===== config.mk =====
export PLATFORM = sky130hd
export DESIGN_NAME = mem_access_ctrl
export DESIGN_NICKNAME = d
export VERILOG_FILES = /design/src/rtl/mem_access_ctrl.sv
export SDC_FILE = /design/constraint.sdc
export NUM_CORES = 1
export LEC_CHECK = 0
export CAP_MARGIN = 10
export CORE_MARGIN = 1.5
export CORE_UTILIZATION = 39
export CTS_CLUSTER_SIZE = 30
export DETAILED_ROUTE_END_ITERATION = 7
export HOLD_SLACK_MARGIN = 0.06
export PLACE_DENSITY_LB_ADDON = 0.08
export RECOVER_POWER = 50
export SYNTH_ARGS = -nofsm -noshare
export SYNTH_HDL_FRONTEND = slang
export SYNTH_SLANG_ARGS = --single-unit

===== constraint.sdc =====
create_clock -name clk -period 4.5 [get_ports clk]
set_input_delay 0.9 -clock clk [delete_from_list [all_inputs] [get_ports clk]]
set_output_delay 0.9 -clock clk [all_outputs]
set_load 0.01 [all_outputs]

===== src/rtl/mem_access_ctrl.sv =====
// Arbitrates instruction fetch and load/store traffic onto a shared MAR/memory pair,
// strobing writes after the MAR delay and returning a one-cycle acknowledge.
module mem_access_ctrl #(
  parameter int unsigned ADDR_W  = 11,
  parameter int unsigned DATA_W  = 32,
  parameter int unsigned MEM_LAT = 3
) (
  input  logic              clk,
  input  logic              rst,
  input  logic              if_req,
  input  logic [ADDR_W-1:0] if_addr,
  output logic              if_ack,
  input  logic              d_req,
  input  logic              d_we,
  input  logic [ADDR_W-1:0] d_addr,
  input  logic [DATA_W-1:0] d_wdata,
  output logic              d_ack,
  output logic [DATA_W-1:0] rdata,
  output logic [ADDR_W-1:0] mar_addr,
  output logic              mem_we,
  output logic [DATA_W-1:0] mem_wdata,
  input  logic [DATA_W-1:0] mem_rdata,
  output logic              busy
);

  localparam int unsigned CNT_W = $clog2(MEM_LAT + 1);

  typedef enum logic [1:0] {IDLE, WAIT, RESP} state_e;
  typedef enum logic {OWN_FETCH, OWN_DATA} owner_e;

  state_e            state_q, state_d;
  owner_e            owner_q, owner_d;
  owner_e            last_owner_q, last_owner_d;
  logic              we_q, we_d;
  logic [CNT_W-1:0]  cnt_q, cnt_d;
  logic              if_ack_q, if_ack_d;
  logic              d_ack_q, d_ack_d;
  logic              mem_we_q, mem_we_d;
  logic              busy_q, busy_d;
  logic [ADDR_W-1:0] mar_addr_q, mar_addr_d;
  logic [DATA_W-1:0] mem_wdata_q, mem_wdata_d;
  logic [DATA_W-1:0] rdata_q, rdata_d;
  logic              grant_fetch;

  // Fetch wins when alone, or when both request and data owned the previous slot.
  assign grant_fetch = if_req && (!d_req || (last_owner_q == OWN_DATA));

  always_comb begin
    state_d      = state_q;
    owner_d      = owner_q;
    last_owner_d = last_owner_q;
    we_d         = we_q;
    cnt_d        = cnt_q;
    if_ack_d     = 1'b0;
    d_ack_d      = 1'b0;
    mem_we_d     = 1'b0;
    mar_addr_d   = mar_addr_q;
    mem_wdata_d  = mem_wdata_q;
    rdata_d      = rdata_q;

    unique case (state_q)
      IDLE: begin
        if (if_req || d_req) begin
          owner_d      = grant_fetch ? OWN_FETCH : OWN_DATA;
          last_owner_d = owner_d;
          we_d         = grant_fetch ? 1'b0 : d_we;
          mar_addr_d   = grant_fetch ? if_addr : d_addr;
          mem_wdata_d  = d_wdata;
          cnt_d        = CNT_W'(MEM_LAT);
          state_d      = WAIT;
        end
      end
      WAIT: begin
        cnt_d = cnt_q - CNT_W'(1);
        // Strobe lands in the cycle after the MAR has registered the address.
        if (we_q && (cnt_q == CNT_W'(MEM_LAT))) mem_we_d = 1'b1;
        if (cnt_q == CNT_W'(1)) begin
          if (!we_q) rdata_d = mem_rdata;
          if_ack_d = (owner_q == OWN_FETCH);
          d_ack_d  = (owner_q == OWN_DATA);
          state_d  = RESP;
        end
      end
      RESP: begin
        state_d = IDLE;
      end
      default: begin
        state_d = IDLE;
      end
    endcase

    busy_d = (state_d != IDLE);
  end

  always_ff @(posedge clk or posedge rst) begin
    if (rst) begin
      state_q      <= IDLE;
      owner_q      <= OWN_DATA;
      last_owner_q <= OWN_DATA;
      we_q         <= 1'b0;
      cnt_q        <= '0;
      if_ack_q     <= 1'b0;
      d_ack_q      <= 1'b0;
      mem_we_q     <= 1'b0;
      busy_q       <= 1'b0;
      mar_addr_q   <= '0;
      mem_wdata_q  <= '0;
      rdata_q      <= '0;
    end else begin
      state_q      <= state_d;
      owner_q      <= owner_d;
      last_owner_q <= last_owner_d;
      we_q         <= we_d;
      cnt_q        <= cnt_d;
      if_ack_q     <= if_ack_d;
      d_ack_q      <= d_ack_d;
      mem_we_q     <= mem_we_d;
      busy_q       <= busy_d;
      mar_addr_q   <= mar_addr_d;
      mem_wdata_q  <= mem_wdata_d;
      rdata_q      <= rdata_d;
    end
  end

  assign if_ack    = if_ack_q;
  assign d_ack     = d_ack_q;
  assign mem_we    = mem_we_q;
  assign busy      = busy_q;
  assign mar_addr  = mar_addr_q;
  assign mem_wdata = mem_wdata_q;
  assign rdata     = rdata_q;

endmodule


## Word-level counts from Yosys, hierarchy flattened

Index checks and enable logic that the tools add are counted.

- Register bits: 85
- Input bits: 91
- Output and inout bits: 79
- Word-level logic and storage cells: 43

- Add/subtract/negate cells: 1
- Eq/ne operators: 4
- Multiplexer cells: 14
- Bitwise operators: 2
- Reduce and logical (&&, ||, !) cells: 11

Operators with widths:

| cell | number |
|---|---|
| $mux 11 | 1 |
| $mux 1 | 8 |
| $pmux 2 s2 | 2 |
| $mux 2 | 3 |
| $eq 2x1->1 const B | 2 |
| $reduce_and 2->1 | 2 |
| $reduce_bool 2->1 | 2 |
| $reduce_and 3->1 | 1 |
| $eq 2x2->1 const B | 1 |
| $logic_and 1x1->1 | 2 |
| $logic_not 2->1 | 1 |
| $logic_or 1x1->1 | 2 |
| $ne 2x2->1 const B | 1 |
| $not 1->1 | 2 |
| $sub 2x1->2 const B | 1 |
| $logic_not 1->1 | 1 |

## Logic depth before layout (Yosys ltp)

Gate-level depths: netlist of run 1.

- Depth after elaboration: 4
- Mapped depth: 7
- Mapped depth without buffers: 4

## Least setup slack after synthesis of run 1

OpenSTA, ideal clock, no wires.

- Path kind: in2reg
- From: input d_req
- To: register mem_wdata_q[10] (netlist: mem_wdata[10])
- Library setup time: 0.125 ns
- Arrival: 1.954 ns
- Slack: 2.421 ns
- Stages on the path: 6
- Buffers on the path: 3
- Cells stage by stage: or2_1 > buf_6 > and2_4 > buf_6 > buf_6 > mux2_4

- Cells in the longest elaborated chain, start to end: 2

Ends and longest elaborated chain:

| item | RTL line | source |
|---|---|---|
| start: declaration | 13 | `input logic d_req,` |
| $logic_or 1x1->1 | 63 | `if (if_req \|\| d_req) begin` |
| $reduce_and 2->1 (no source line) | - |  |
| end signal: assignment | 120 | `mem_wdata_q <= mem_wdata_d;` |
| end: declaration | 41 | `logic [DATA_W-1:0] mem_wdata_q, mem_wdata_d;` |

Every way passes these cells.
A chain may end at the register's enable or synchronous reset.

## Final worst setup path of run 1

- From: input if_req
- To: register mem_wdata_q[25] (netlist: mem_wdata[25])

- Cells in the longest elaborated chain, start to end: 2

Ends and longest elaborated chain:

| item | RTL line | source |
|---|---|---|
| start: declaration | 10 | `input logic if_req,` |
| $logic_or 1x1->1 | 63 |  |
| $reduce_and 2->1 (no source line) | - |  |

Every way passes these cells.

==> results by group, run 1 <==
Clock network
  • H-tree Lvls: 3
  • Clock Path Buffers: 2
  • Worst-skew pair later-pin latency: 0.34 ns
  • Clock Pin Slew Worst Setup and Hold Paths: 0.09 ns
  • Sink Count: 85
  • CTS tree: built
  • Post-CTS resize count: 0
  • Post-CTS setup buffer count: 0
  • Root buf cell: clkbuf_8
  • Hold-fix buffers at CTS: 0
  • CTS Buf Count: 9

STA
  • Max_slew headroom: -20.6%
  • Fmax: 0.322 GHz
  • RSZ-0062 raised after global routing: no
  • Final period utilization: 69.0%
  • Worst Skew: 0.0106 ns
  • Tightest Pin Transition: 1.81 ns
  • Fin Setup TNS: 0 ns
  • Crit path time final: 3.11 ns
  • Final setup viols: 0
  • Pins Over Slew Limit: 71
  • Final Hold Viols: 0
  • PnR worst setup slack: 1.39 ns

Detailed routing
  • Pre-antenna DRT Iters: 4
  • Final WL: 8.17 mm
  • Routed wire length per instance: 15.7 um
  • Initial DRC count: 35
  • Routed vias: 2526
  • Via density per instance: 4.87
  • Post-route ant nets: 0
  • DRC: 0

Cells and area
  • Share of cells above drive strength 1: 13.4%
  • Most common cell after layout, fill and taps aside: clkdlybuf4s50_1
  • Antenna fix cells: 0
  • Most frequent cells in the layout: 116 x clkdlybuf4s50_1, 84 x dfrtp_1, 53 x dlygate4sd3_1, 38 x mux2_1, 26 x mux2_4
  • Final instance area: 0.00553 mm2
  • Final non-filler cell total: 519
  • Final #Nets: 500
  • P&R area growth vs syn: 55.4%

Placement
  • Port-buffer cells: 169
  • Placed wire-length estimate: 5.91 mm
  • DP Area: 0.00528 mm2
  • GPL Wtd Cong: 0.767
  • Placed Instances: 503
  • Dpl ws: 1.04 ns

Setup path
  • Crit path DAT: 3.34 ns
  • FF-to-FF End: rdata[19]
  • Crit Path Category: in2reg
  • FF-to-FF Start: state_q[0]
  • Critical path origin: if_req
  • Crit path to: mem_wdata[25]
  • CP required: 4.73 ns
  • Crit path max fanout: 45
  • R2R setup slack: 1.70 ns
  • Critical path capture point type: flop
  • CP Launch Type: primary input
  • Worst r2r path cells: 4

Global routing
  • Initial antenna violation count: 0
  • First-pass GRT wire length: 13.2 mm
  • All-layer global routing usage: 17.1%
  • Largest net degree at the start of global routing: 50
  • Vias in the first global route: 2650
  • Congestion Overflow GR: 0

Yosys
  • Count of cell types in the netlist: 27
  • Syn_nets: 334
  • YS warnings: 0
  • Post-synthesis xor/xnor area fraction: 0%
  • Post-synthesis mux area share: 23.0%
  • Register area share after synthesis: 59.8%
  • Largest family of logic cells by synthesized area: multiplexers
  • Synthesized cell area: 0.00356 mm2
  • Top cell type's share of synthesized area: 59.1%
  • Adder-Cell Fraction of Synth Area: 1.06%
  • FF+latch count, synth: 85
  • Synth Area per Inst: 14.8 um2
  • Yosys top cell by area: dfrtp_1
  • Most area-consuming cells after synthesis: dfrtp_1 59%, mux2_1 12%, mux2_4 11%
  • Post-Synth Simple-Gate Area: 4.08%
  • Post-Synthesis Cells: 240
  • Synth Area in Compound Gates: 8.30%

Die
  • I/O pin count: 170
  • Std-Cell Rows: 34
  • Die ar.: 0.00970 mm2
  • Placeable Area: 0.00876 mm2
  • Initial Util: 40.6%
  • Die Wd: 98.5 um
  • Die Ht: 98.5 um

Min path
  • HP Class: reg2reg

Power
  • Pwr dens: 673 mW/mm2
  • P_leak: 2.34 nW
  • Max VDD drop: 287 uV

Run status
  • Failing checks: capacitance limit, slew limit
  • Outcome: complete, but fails checks

Flow run
  • Max Cap Violations: 2
## synthesized netlist by cell type
library cell	instances
dfrtp_1	84
nand2b_1	2
and3_1	3
inv_1	4
ha_1	3
buf_6	6
a21oi_1	13
buf_2	1
and2_4	1
mux2_1	38
nor2_1	2
o21ai_1	1
nand3_1	11
nand2_1	1
nor2b_1	3
buf_4	3
clkbuf_1	6
and2_1	1
dfstp_2	1
or2_1	1
a31oi_2	10
o2111ai_1	1
a31oi_1	3
a211oi_1	1
mux2_4	26
o21ai_0	13
nor3b_1	1
## cells by family after synthesis
family          Yosys count
mux                      64
flops                    85
simple gates             26
buf+inv                  20
compound gates           42
fa+ha+maj                 3
## flip-flops by register name, indices dropped and copies added, names as in the netlist, 2 cells and up
| name | cells |
|---|---|
| mem_wdata | 32 |
| rdata | 32 |
| mar_addr | 11 |
| cnt_q | 2 |
| state_q | 2 |
## per-layer routing
metal / up-vias / share of wire [%] / global-route usage, %
met5: - / 0 / 0
met4: 0 / 1.3 / 6.28
met3: 8 / 6.5 / 3.55
met2: 102 / 49 / 28.7
met1: 1228 / 43 / 21.9
li1: 1188 / - / -
## critical path, cell delays in order
cell and delay, ns:
clkdlybuf4s50_1 0.76, or2_1 0.51, and2_4 0.74, mux2_1 0.38
## final cells by class
type / instances / area, um2
timing repair buffer: 171 / 1700
inverter: 4 / 16.3
tap: 108 / 135
fill: 719 / 3240
sequential: 85 / 2130
clock inverter: 5 / 108
multi-input combinational: 135 / 1300
clock buffer: 11 / 141
## worst min-delay path by stage
| stage | depth (start not counted) | start | slack [ns] | to |
|---|---|---|---|---|
| after detailed placement | 1 | rdata[8] | 0.47 | rdata[8] |
| after global placement | 1 | rdata[7] | 0.47 | rdata[7] |
| after global routing | 1 | rdata[14] | 0.50 | rdata[14] |
| after floorplan | 1 | we_q | 0.48 | mem_we |
| final | 1 | rdata[23] | 0.48 | rdata[23] |
| after CTS | 1 | rdata[13] | 0.49 | rdata[13] |
## report_power, final
| part | internal, mW | switching (mW) | leakage, nW |
|---|---|---|---|
| Sequential | 1.15 | 0.192 | 1.00 |
| Clock | 0.386 | 0.263 | 0.124 |
| Combinational | 1.02 | 0.704 | 1.21 |
| Total | 2.56 | 1.16 | 2.34 |
## metrics by stage
stage	hold WS, ns	power (mW)	utilization [%]
after global placement	0.467	3.15	60.3
after CTS	0.493	3.87	63.1
after floorplan	0.477	2.29	-
after detailed placement	0.474	3.21	60.3
after global routing	0.505	3.95	63.1
final	0.480	3.72	63.1
No activity file was read; power rests on OpenSTA's default activity.
==> run 2, diff against run 1 <==
--- a/config.mk
+++ b/config.mk
@@ -7,7 +7,7 @@
 export LEC_CHECK = 0
 export CAP_MARGIN = 10
 export CORE_MARGIN = 1.5
-export CORE_UTILIZATION = 39
+export CORE_UTILIZATION = 37
 export CTS_CLUSTER_SIZE = 30
 export DETAILED_ROUTE_END_ITERATION = 7
 export HOLD_SLACK_MARGIN = 0.06
==> constraint.sdc (replaced) <==
create_clock -name clk -period 2.7 [get_ports clk]
set_input_delay 0.54 -clock clk [delete_from_list [all_inputs] [get_ports clk]]
set_output_delay 0.54 -clock clk [all_outputs]
set_load 0.01 [all_outputs]
==> run 2 against run 1 <==
The flow now finishes without violations; critical path type unchanged; global-route usage down 0.55 points; largest power group unchanged; setup slack worse by 0.64 ns; design area is 1.9% higher; sequential power grew 67%; clock-buffer cell count is the same; utilization fell by 2.4 points; highest routed layer unchanged; wire length up 0.40%; sequential cell count unchanged.
==> results by group, run 2 (synthesis gave the netlist of run 1 again) <==
Run status
  • Outcome: finished clean

Clock network
  • Root buf cell: clkbuf_8
  • CTS tree: built
  • Post-CTS setup buffer count: 0
  • Clock Pin Slew Worst Setup and Hold Paths: 0.09 ns
  • Sink Count: 85
  • Clock Path Buffers: 2
  • Post-CTS resize count: 0
  • Worst-skew pair later-pin latency: 0.34 ns
  • Hold-fix buffers at CTS: 0
  • H-tree Lvls: 3
  • CTS Buf Count: 9

Cells and area
  • Share of cells above drive strength 1: 14.6%
  • Antenna fix cells: 0
  • Final #Nets: 507
  • Final non-filler cell total: 547
  • Final instance area: 0.00563 mm2
  • Most frequent cells in the layout: 140 x clkdlybuf4s50_1, 84 x dfrtp_1, 38 x mux2_1, 29 x dlygate4sd3_1, 26 x mux2_4
  • Most common cell after layout, fill and taps aside: clkdlybuf4s50_1
  • P&R area growth vs syn: 58.4%

Detailed routing
  • Via density per instance: 4.68
  • Routed vias: 2558
  • DRC: 0
  • Routed wire length per instance: 15.0 um
  • Pre-antenna DRT Iters: 4
  • Final WL: 8.20 mm
  • Initial DRC count: 65
  • Post-route ant nets: 0

Setup path
  • Crit Path Category: in2reg
  • Crit path max fanout: 15
  • Critical path capture point type: flop
  • CP required: 2.96 ns
  • R2R setup slack: 0.90 ns
  • CP Launch Type: primary input
  • Crit path DAT: 2.20 ns

Placement
  • Port-buffer cells: 169
  • Dpl ws: 0.535 ns
  • Placed Instances: 531
  • Placed wire-length estimate: 5.98 mm
  • GPL Wtd Cong: 0.763
  • DP Area: 0.00540 mm2

Die
  • Std-Cell Rows: 35
  • I/O pin count: 170
  • Die Wd: 101 um
  • Die ar.: 0.0102 mm2
  • Placeable Area: 0.00928 mm2
  • Initial Util: 38.3%
  • Die Ht: 101 um

STA
  • Pins Over Slew Limit: 0
  • Final setup viols: 0
  • RSZ-0062 raised after global routing: no
  • Final Hold Viols: 0
  • PnR worst setup slack: 0.759 ns
  • Final period utilization: 71.9%
  • Worst Skew: 0.0109 ns
  • Max_slew headroom: 8.52%
  • Fin Setup TNS: 0 ns
  • Tightest Pin Transition: 1.36 ns
  • Crit path time final: 1.94 ns
  • Fmax: 0.515 GHz

Global routing
  • Largest net degree at the start of global routing: 33
  • All-layer global routing usage: 16.5%
  • Vias in the first global route: 2636
  • First-pass GRT wire length: 13.2 mm
  • Congestion Overflow GR: 0
  • Initial antenna violation count: 0

Power
  • Pwr dens: 1120 mW/mm2
  • P_leak: 2.38 nW
  • Max VDD drop: 429 uV

Flow run
  • Max Cap Violations: 0

Min path
  • HP Class: reg2reg
run 2: cell types whose count changed in the layout (fill, tap and decap cells not counted), moves of 3 or more:
| cell | before | now |
|---|---|---|
| buf_12 | 0 | 3 |
| buf_4 | 1 | 5 |
| clkdlybuf4s50_1 | 116 | 140 |
| dlygate4sd3_1 | 53 | 29 |
run 2: cell type report:
type | instances | area (um2)
clock buffers | 11 | 131
repair buffers | 178 | 1790
fillers | 797 | 3650
inverters | 4 | 16.3
well taps | 129 | 161
flip-flops and latches | 85 | 2130
clock inverters | 5 | 108
multi-input cells | 135 | 1300
run 2: final timing paths:
kind / from / to / cells past startpoint
min in group asynchronous: rst / rdata[5] / 2
max: d_req / cnt_q[1] / 5
min reg2reg: rdata[7] / rdata[7] / 1
min: rdata[7] / rdata[7] / 1
max reg2reg: state_q[0] / rdata[6] / 4
max in group asynchronous: rst / last_owner_q / 3
run 2: worst max-delay path, stage by stage:
cell,delay (ns)
dlygate4sd3_1,0.55
or2_0,0.15
clkbuf_1,0.54
nand2_1,0.20
a31oi_1,0.22
run 2: where the power goes:
group | switching [mW] | leakage (nW) | internal (mW)
clock network | 0.450 | 0.118 | 0.621
logic | 1.18 | 1.26 | 1.83
registers | 0.318 | 1.00 | 1.92
total | 1.95 | 2.38 | 4.37
run 2: per-stage QoR:
step	power, mW	utilization, %	hold slack (ns)
after floorplan	3.82	-	0.477
after global placement	5.34	58.2	0.466
after detailed placement	5.40	58.2	0.474
after CTS	6.50	60.8	0.493
after global routing	6.74	60.7	0.495
final	6.32	60.7	0.481
run 2: per-layer routing:
metal,global-route usage (%),routed length (um),vias to the layer above
met5,0,0,-
met4,6.09,85,0
met3,4.72,645,8
met2,27.8,4040,102
met1,20.2,3420,1251
li1,-,-,1197
==> run 3, diff against run 2 <==
==> constraint.sdc (replaced) <==
create_clock -name clk -period 1.6 [get_ports clk]
set_input_delay 0.32 -clock clk [delete_from_list [all_inputs] [get_ports clk]]
set_output_delay 0.32 -clock clk [all_outputs]
set_load 0.01 [all_outputs]
==> run 3 against run 2 <==
Sequential power grew 69%; worst hold slack got worse by 0.15 ns; via count increased by 1.1%; clock power up 42%; sequential share of layout area down 0.46 points; clock-buffer cell count unchanged; clock skew grew 0.0036 ns; setup slack got worse by 0.71 ns; register-to-register slack got worse by 0.82 ns; die area stayed put; wire length increased by 3.4%; combinational power increased by 68%; largest power group unchanged.
==> results by group, run 3 (synthesis gave the netlist of run 1 again) <==
STA
  • Fin Setup TNS: 0 ns
  • Max_slew headroom: 48.0%
  • Fmax: 0.644 GHz
  • Worst Skew: 0.0146 ns
  • Crit path time final: 1.55 ns
  • Tightest Pin Transition: 0.780 ns
  • RSZ-0062 raised after global routing: no
  • Final Hold Viols: 0
  • Final period utilization: 97.1%
  • Pins Over Slew Limit: 0
  • Final setup viols: 0

Placement
  • Port-buffer cells: 169
  • Placed wire-length estimate: 6.02 mm
  • GPL Wtd Cong: 0.769

Detailed routing
  • Routed wire length per instance: 15.2 um
  • Pre-antenna DRT Iters: 4
  • Routed vias: 2585
  • Initial DRC count: 55
  • Via density per instance: 4.64
  • Final WL: 8.47 mm
  • Post-route ant nets: 0
  • DRC: 0

Clock network
  • CTS Buf Count: 9
  • Clock Path Buffers: 2
  • Sink Count: 85
  • CTS tree: built
  • Worst-skew pair later-pin latency: 0.35 ns
  • H-tree Lvls: 3
  • Post-CTS setup buffer count: 0
  • Root buf cell: clkbuf_8
  • Clock Pin Slew Worst Setup and Hold Paths: 0.08 ns

Flow run
  • Max Cap Violations: 0

Die
  • I/O pin count: 170
  • Die Ht: 101 um
  • Die Wd: 101 um
  • Placeable Area: 0.00928 mm2
  • Die ar.: 0.0102 mm2
  • Std-Cell Rows: 35
  • Initial Util: 38.3%

Setup path
  • Crit path DAT: 1.23 ns
  • CP Launch Type: flop
  • FF-to-FF Start: state_q[1]
  • Worst path top cell family by delay: buffers and inverters
  • Crit Path Category: reg2out
  • CP required: 1.28 ns
  • Critical path origin: mar_addr[3]
  • Crit path max fanout: 2
  • Critical Path Slowest Stage Cell: clkdlybuf4s50_1
  • CP bufs+invs: 1
  • Cell Chain, Critical Path: clkdlybuf4s50_1
  • Worst stage delay on the critical path: 0.54 ns
  • Critical path capture point type: output pin

Cells and area
  • Antenna fix cells: 0
  • Share of cells above drive strength 1: 17.5%
  • P&R area growth vs syn: 60.4%
  • Most frequent cells in the layout: 110 x clkdlybuf4s50_1, 84 x dfrtp_1, 38 x mux2_1, 26 x mux2_4, 25 x clkdlybuf4s25_1
  • Most common cell after layout, fill and taps aside: clkdlybuf4s50_1
  • Final #Nets: 517

Power
  • P_leak: 2.59 nW
  • Pwr dens: 1820 mW/mm2
  • Max VDD drop: 825 uV
  • Total power draw: 10.4 mW

Global routing
  • Congestion Overflow GR: 0
  • Vias in the first global route: 2558
  • Initial antenna violation count: 0
  • All-layer global routing usage: 16.6%
  • Largest net degree at the start of global routing: 33
  • First-pass GRT wire length: 13.1 mm

Run status
  • Outcome: finished clean

Min path
  • HP Class: in2async
run 3: cell types whose count changed in the layout (fill, tap and decap cells not counted), moves of 2 or more:
cell and change:
dlymetal6s2s_1 +23, buf_4 +4, clkbuf_2 +3, clkbuf_1 +4, dlygate4sd3_1 -28, clkdlybuf4s25_1 +25
nor2b_2 +2, clkdlybuf4s50_1 -30, bufinv_16 -2, dlygate4sd2_1 +6, nor2b_1 -2
run 3: worst paths after layout:
check | to | slack (ns) | cells after the start
setup / recovery | mar_addr[3] | 0.05 | 1
hold / removal | mem_wdata[23] | 0.33 | 2
setup reg to reg | rdata[28] | 0.08 | 5
hold reg to reg | rdata[22] | 0.49 | 1
max in group asynchronous | rdata[11] | 0.29 | 3
min in group clk | rdata[22] | 0.49 | 1
run 3: power by group:
| part | switching (mW) | leakage (nW) | internal [mW] |
|---|---|---|---|
| combinational | 2.05 | 1.49 | 3.02 |
| clock | 0.757 | 0.0995 | 0.768 |
| sequential | 0.542 | 1.00 | 3.24 |
| total | 3.35 | 2.59 | 7.03 |
run 3: metal layers:
layer	vias to the layer above	global-route usage, %	part of all wire, %
met2	100	26.0	48
met1	1255	22.1	44
met5	-	0	0
li1	1222	-	-
met4	0	5.56	1.1
met3	8	4.92	7.2
run 3: what timing repair did:
item	4_1_cts	5_1_grt
pin swaps	1	0
setup endpoints to repair	50	96
gates resized for setup	8	56
cloned	1	1
hold buffers	0	0
run 3: through the flow:
step                      hold slack (ns)  setup WS [ns]  std cells  utilization, %  area (um2)
final                               0.332         0.0462        557            61.4        5700
after global routing                0.352       0.000821        557            61.4        5700
after CTS                           0.211       0.000403        556            61.0        5670
after detailed placement            0.474         -0.444        539            58.8        5460
after global placement              0.467         -0.402        539            58.8        5460
after floorplan                     0.455         0.0499        240               -        3560
run 3: cell type report:
| cell class | instances | area, um2 |
|---|---|---|
| fill | 809 | 3580 |
| sequential | 85 | 2130 |
| timing repair buffer | 187 | 1880 |
| multi-input combinational | 136 | 1320 |
| tap | 129 | 161 |
| clock buffer | 11 | 141 |
| clock inverter | 5 | 60.1 |
| inverter | 4 | 16.3 |
